`config.mk`:
```
export PLATFORM = sky130hd
export DESIGN_NAME = fft2_bfly_pipe
export DESIGN_NICKNAME = d
export VERILOG_FILES = /design/src/rtl/fft2_bfly_pipe.sv
export SDC_FILE = /design/constraint.sdc
export NUM_CORES = 2
export LEC_CHECK = 0
export CORE_UTILIZATION = 60
export DETAILED_ROUTE_END_ITERATION = 10
export DONT_BUFFER_PORTS = 1
export PLACE_DENSITY = 0.76
export RECOVER_POWER = 50
export SLEW_MARGIN = 20
export SYNTH_ARGS = -nofsm -noshare
export SYNTH_HDL_FRONTEND = slang
export SYNTH_SLANG_ARGS = --single-unit
```
`constraint.sdc`:
```
create_clock -name clk -period 13.72 [get_ports clk]
set_clock_uncertainty 0.05 [all_clocks]
set_input_delay 4.116 -clock clk [delete_from_list [all_inputs] [get_ports clk]]
set_output_delay 4.116 -clock clk [all_outputs]
set_load 0.005 [all_outputs]
```
`src/rtl/fft2_bfly_pipe.sv`:
```
// Pipelined radix-2 DIT butterfly, valid/ready, 3 register stages.
// Define FFT2_SAT_EN for saturating outputs and the sticky ovf flag.
module fft2_bfly_pipe #(
    parameter int WIDTH = 24,
    parameter int FRAC  = WIDTH/2-1
) (
    input  logic             clk,
    input  logic             rst,
    input  logic             in_valid,
    output logic             in_ready,
    input  logic [WIDTH-1:0] x0_in,
    input  logic [WIDTH-1:0] x1_in,
    input  logic [WIDTH-1:0] coef_in,
    input  logic             inv_in,
    input  logic             scale_in,
    output logic             out_valid,
    input  logic             out_ready,
    output logic [WIDTH-1:0] x0_out,
    output logic [WIDTH-1:0] x1_out,
    output logic             ovf,
    input  logic             ovf_clr
);
    localparam int H = WIDTH/2;
    localparam int P = 2*H+1;
    localparam int E = H+2;

    typedef logic signed [H-1:0]   h_t;
    typedef logic signed [H:0]     q_t;
    typedef logic signed [2*H-1:0] m_t;
    typedef logic signed [P-1:0]   p_t;
    typedef logic signed [E-1:0]   e_t;

    localparam h_t HMAX   = {1'b0, {(H-1){1'b1}}};
    localparam h_t HMIN   = {1'b1, {(H-1){1'b0}}};
    localparam e_t LIM_HI = {3'b000, {(H-1){1'b1}}};
    localparam e_t LIM_LO = {3'b111, {(H-1){1'b0}}};
    localparam e_t ONE_E  = {{(E-1){1'b0}}, 1'b1};
    localparam p_t RND    = {{(P-1){1'b0}}, 1'b1} << (FRAC-1);

    logic en;
    logic s1_v, s2_v, s3_v;

    assign en        = !s3_v || out_ready;
    assign in_ready  = en;
    assign out_valid = s3_v;

    // S1: capture inputs, conjugate the twiddle in inverse mode
    h_t c_im, wi_n;

    always_comb begin
        c_im = coef_in[H-1:0];
        wi_n = c_im;
        if (inv_in)
            wi_n = (c_im == HMIN) ? HMAX : -c_im;
    end

    logic [WIDTH-1:0] s1_x0, s1_x1;
    h_t               s1_wr, s1_wi;
    logic             s1_sc;

    always_ff @(posedge clk or posedge rst) begin
        if (rst) begin
            s1_v  <= 1'b0;
            s1_x0 <= '0;
            s1_x1 <= '0;
            s1_wr <= '0;
            s1_wi <= '0;
            s1_sc <= 1'b0;
        end else if (en) begin
            s1_v  <= in_valid;
            s1_x0 <= x0_in;
            s1_x1 <= x1_in;
            s1_wr <= coef_in[WIDTH-1:H];
            s1_wi <= wi_n;
            s1_sc <= scale_in;
        end
    end

    // S2: full-precision complex multiply, round, keep H+1 bits
    h_t xr, xi;
    m_t m_rr, m_ii, m_ri, m_ir;
    p_t pr_r, pi_r, pr_s, pi_s;

    always_comb begin
        xr   = s1_x1[WIDTH-1:H];
        xi   = s1_x1[H-1:0];
        m_rr = m_t'(s1_wr) * m_t'(xr);
        m_ii = m_t'(s1_wi) * m_t'(xi);
        m_ri = m_t'(s1_wr) * m_t'(xi);
        m_ir = m_t'(s1_wi) * m_t'(xr);
        pr_r = p_t'(m_rr) - p_t'(m_ii) + RND;
        pi_r = p_t'(m_ri) + p_t'(m_ir) + RND;
        pr_s = pr_r >>> FRAC;
        pi_s = pi_r >>> FRAC;
    end

    logic [WIDTH-1:0] s2_x0;
    q_t               s2_pr, s2_pi;
    logic             s2_sc;

    always_ff @(posedge clk or posedge rst) begin
        if (rst) begin
            s2_v  <= 1'b0;
            s2_x0 <= '0;
            s2_pr <= '0;
            s2_pi <= '0;
            s2_sc <= 1'b0;
        end else if (en) begin
            s2_v  <= s1_v;
            s2_x0 <= s1_x0;
            s2_pr <= pr_s[H:0];
            s2_pi <= pi_s[H:0];
            s2_sc <= s1_sc;
        end
    end

    // S3: sum/difference, optional rounded halving, reduce to H bits
    function automatic e_t bf(input h_t a, input q_t p,
                              input logic sub, input logic sc);
        e_t v;
        e_t t;
        v = sub ? (e_t'(a) - e_t'(p)) : (e_t'(a) + e_t'(p));
        t = v + ONE_E;
        return sc ? (t >>> 1) : v;
    endfunction

    function automatic logic oor(input e_t v);
        return (v > LIM_HI) || (v < LIM_LO);
    endfunction

    function automatic h_t red(input e_t v);
`ifdef FFT2_SAT_EN
        if (v > LIM_HI)
            return HMAX;
        else if (v < LIM_LO)
            return HMIN;
        else
            return v[H-1:0];
`else
        return v[H-1:0];
`endif
    endfunction

    h_t   x0r, x0i;
    e_t   y0r, y0i, y1r, y1i;
    logic ov_any;

    always_comb begin
        x0r    = s2_x0[WIDTH-1:H];
        x0i    = s2_x0[H-1:0];
        y0r    = bf(x0r, s2_pr, 1'b0, s2_sc);
        y0i    = bf(x0i, s2_pi, 1'b0, s2_sc);
        y1r    = bf(x0r, s2_pr, 1'b1, s2_sc);
        y1i    = bf(x0i, s2_pi, 1'b1, s2_sc);
        ov_any = oor(y0r) || oor(y0i) || oor(y1r) || oor(y1i);
    end

    always_ff @(posedge clk or posedge rst) begin
        if (rst) begin
            s3_v   <= 1'b0;
            x0_out <= '0;
            x1_out <= '0;
        end else if (en) begin
            s3_v   <= s2_v;
            x0_out <= {red(y0r), red(y0i)};
            x1_out <= {red(y1r), red(y1i)};
        end
    end

`ifdef FFT2_SAT_EN
    logic ovf_q;

    always_ff @(posedge clk or posedge rst) begin
        if (rst)
            ovf_q <= 1'b0;
        else if (en && s2_v && ov_any)
            ovf_q <= 1'b1;
        else if (ovf_clr)
            ovf_q <= 1'b0;
    end

    assign ovf = ovf_q;
`else
    logic unused_ovf;

    assign unused_ovf = ovf_clr ^ ov_any;
    assign ovf        = 1'b0;
`endif

endmodule

```
After elaboration in Yosys (flattened, before gate mapping)
Index checks and enable logic that the tools add are counted.
Word-level totals
  input bits: 79
  output and inout port bits: 51
  flip-flop bits (word level): 175
Cells by class
  multiplexer cells: 6
  $add $sub $neg: 13
  $mul: 4
  equality and inequality tests: 1
  reductions and logical operators: 2
Operator list (count)
  multiplier 12 x 12 -> 24 bit: 4
  two-way mux 12 bit: 6
  adder 13 x 2 -> 13 bit, second input constant: 4
  adder 24 x 12 -> 24 bit, second input constant: 2
  adder 12 x 13 -> 13 bit: 2
  subtractor 12 x 13 -> 13 bit: 2
  adder 24 bit: 1
  subtractor 24 bit: 1
  == test 12 bit, second input constant: 1
  negation 12 bit: 1
  logical NOT 1 bit: 1
  logical OR 1 bit: 1

Logic depth before layout (Yosys ltp)
  depth after elaboration: 3
  mapped depth: 26
  depth with buffers taken out: 24

Least setup slack after synthesis
Ideal clock, no wire load.
  path kind: in2out
  from: in out_ready
  to: out in_ready
  path slack: 4336 ps
  data arrival time: 5218 ps
  stages on the path: 6
  cells stage by stage: nor2b_1 clkbuf_1 inv_1 clkbuf_1 clkbuf_1 clkbuf_1
Between the ends
  cells in the longest elaborated chain, start to end: 1
RTL lines
  start, declared: RTL line 17  | input logic out_ready,
  logical OR 1 bit: RTL line 43  | assign en = !s3_v || out_ready;
  end, declared: RTL line 10  | output logic in_ready,
Every way passes these cells.

Worst setup path in the final report
Ends and elaborated chain as after synthesis.

==> flow_metrics.tcl <==
set metrics [dict create \
    rsz0062_at_grt "no" \
    min_period_over_period 0.767 \
    grt_overflow 0 \
    end_kind "output port" \
    hold_depth 1 \
    grt_pass1_vias 24300 \
    relSlewSlack -2.13 \
    post_cts_buffers 0 \
    synth_xor_xnor_area_share 0.0337 \
    max_stage_delay_ps 2010 \
    syn_area_per_cell_um2 9.06 \
    antenna_found_initial 0 \
    fillers 4410 \
    antennaDiodeCount 0 \
    synth_common_cells "723 x inv_1, 633 x fa_1, 595 x nand2_1" \
    initial_utilization 0.613 \
    yosys_warnings 0 \
    fp.dieH_um 235 \
    drt-initial-drc-count 1632 \
    synth_area_leaders "fa_1 39%, dfrtp_1 13%, ha_1 9.0%, inv_1 8.4%, nand2_1 6.9%" \
    critPathMaxFanout 77 \
    clk_latency_ps 500 \
    fin_crit_ps 10520 \
    rows 84 \
    drc 0 \
    path_cells "nor2b_1 > clkinvlp_2" \
    synthMuxAreaShare 0.00347 \
    synth_simple_gate_area_frac 0.176 \
    seq_area_frac_synth 0.135 \
    vias 23600 \
    post-synth-top-area-fraction 0.390 \
    yosys.area.top_type "fa_1" \
    worstSetupPathType "input pin to output port" \
    wl_per_cell_um 18.1 \
    cts_buffers 17 \
    cp.depth 2 \
    synth_flop_cell "dfrtp_1" \
    cp.buffers_inverters 1 \
    drv_cap 3 \
    max_clock_freq_mhz 95.0 \
    status "finished, violations left" \
    crit_family "buffers and inverters" \
    grt.total_usage 0.294 \
    ys_seq_elements 175 \
    cts_hold_buf 0 \
    syn_to_final_growth_pct 3.62 \
    cts_max_path_buffers 2 \
    synth_edf_count 0 \
    routabilityCongestion 0.915 \
    die_w_um 235 \
    drtPass1Iterations 5 \
    utilization 0.635 \
    drv_slew 281 \
    final_nets 4431 \
    hold_viol_final 0 \
    syn_nets 4530 \
    cp_data_required_time_ps 9550 \
    hp-class "flip-flop to flip-flop" \
    grt_pass1_wl_mm 127 \
    path_clk_slew_ps 80 \
    start_kind "input pin" \
    synth_cell_types 88 \
    detail-route-antenna-nets 0 \
    io_pins 130 \
    fp.coreArea_um2 53000 \
    grt_start_max_net_pins 104 \
    avgViaCountPerCell 5.63 \
    cts-root-buf "clkbuf_16" \
    synth_fa_ha_area_frac 0.480 \
    synth_top_family_by_area "adder cells" \
    post_cts_resized 0 \
    rr_worst_depth 20 \
    tns_ps 0 \
    netlist_area_um2 32500 \
    cts_sinks 175 \
    async_flop_share 1.00 \
    drive_above_1_share 0.0320 \
    yosysMostFrequentCell "inv_1" \
    htreeDepth 4 \
    placement.io_buffers 0 \
    dieArea_um2 55100 \
    violations "max-capacitance violations, max-slew violations" \
    worst_slew_pin_slew_ps 4670 \
    cpMaxStageDelayCell "clkinvlp_2" \
    finalSetupViolCount 0 \
    crit_arrival_ps 6360 \
    hpwl_mm 58.7 \
    drt_wl_total_mm 75.9 \
    syn_inst 3585 \
    cts_tree "yes" \
    synth_compound_area_frac 0.0688 \
]
## per-stage QoR
step,hold slack (ps),worst slack [ps],cells,area [um2]
after floorplan,380,4340,3585,32500
after global placement,396,4990,4155,33100
after detailed placement,397,4990,4155,33100
after CTS,407,4990,4187,33700
after global routing,431,2950,4187,33700
final,403,3200,4187,33700
## layout make-up
class / instances / area, um2 / share of cell area
clock buffers: 17 / 425 / 0.0126
repair buffers: 45 / 334 / 0.00993
well taps: 688 / 861 / 0.0256
flip-flops and latches: 175 / 4380 / 0.130
clock inverters: 15 / 195 / 0.00580
multi-input cells: 2524 / 24700 / 0.735
inverters: 723 / 2720 / 0.0807
## cells by family (layout without fill, tap and decap cells)
kind of cell / after synthesis / after routing
muxes: 11 / 11
xor gates and xnor gates: 120 / 120
other: 1 / 1
AOI/OAI and AO/OA: 331 / 331
DFF: 175 / 175
buffers and inverters: 886 / 800
and+or+nand+nor: 1195 / 1195
adders and majority gates: 866 / 866
## flip-flops by register name, summed over array words and instances (netlist names), 13 cells and up
name and flops:
s1_x0 24, s1_x1 24, s2_pi 13, s2_pr 13
s2_x0 24, x0_out 24, x1_out 24
## cell usage in the layout (no fill, tap or decap), types with 8 or more instances in the layout
cell	Yosys	final
mux2i_1	9	9
nor4_1	8	8
nand2b_1	31	31
dfrtp_1	175	173
o21a_1	12	12
a32oi_1	8	8
xor2_1	37	37
xnor2_1	77	77
o31ai_1	11	11
and2_1	284	284
nand4_1	16	16
nand3_1	27	27
inv_1	723	721
nor3_1	29	29
fa_1	633	633
or3_1	18	18
nor2_1	122	122
o21ai_0	70	70
a21o_1	26	26
buf_4	5	44
nor3b_1	12	12
ha_1	233	233
clkbuf_16	0	17
a211oi_1	13	13
nand2_1	595	595
o211ai_1	8	8
a31oi_1	12	12
nor2b_1	17	17
a21oi_1	94	94
## metal layers
layer	global-route usage	vias up	wire length, um
li1	-	10600	-
met1	0.415	12000	32700
met2	0.468	791	35800
met3	0.0374	128	4950
met4	0.105	0	2430
met5	0	-	0
## final timing paths
| check | from | endpoint | slack [ps] |
|---|---|---|---|
| setup reg to reg | s1_wi[11] | s2_pr[9] | 5870 |
| setup / recovery | out_ready | in_ready | 3200 |
| hold reg to reg | s2_v | out_valid | 400 |
| hold / removal | s2_v | out_valid | 400 |
| min in group asynchronous | rst | s1_x1[10] | 4880 |
| max in group asynchronous | rst | s1_x1[3] | 6260 |
Power is not shown: default switching activity piles up to over one toggle a cycle in this logic, so the estimate is an artifact.
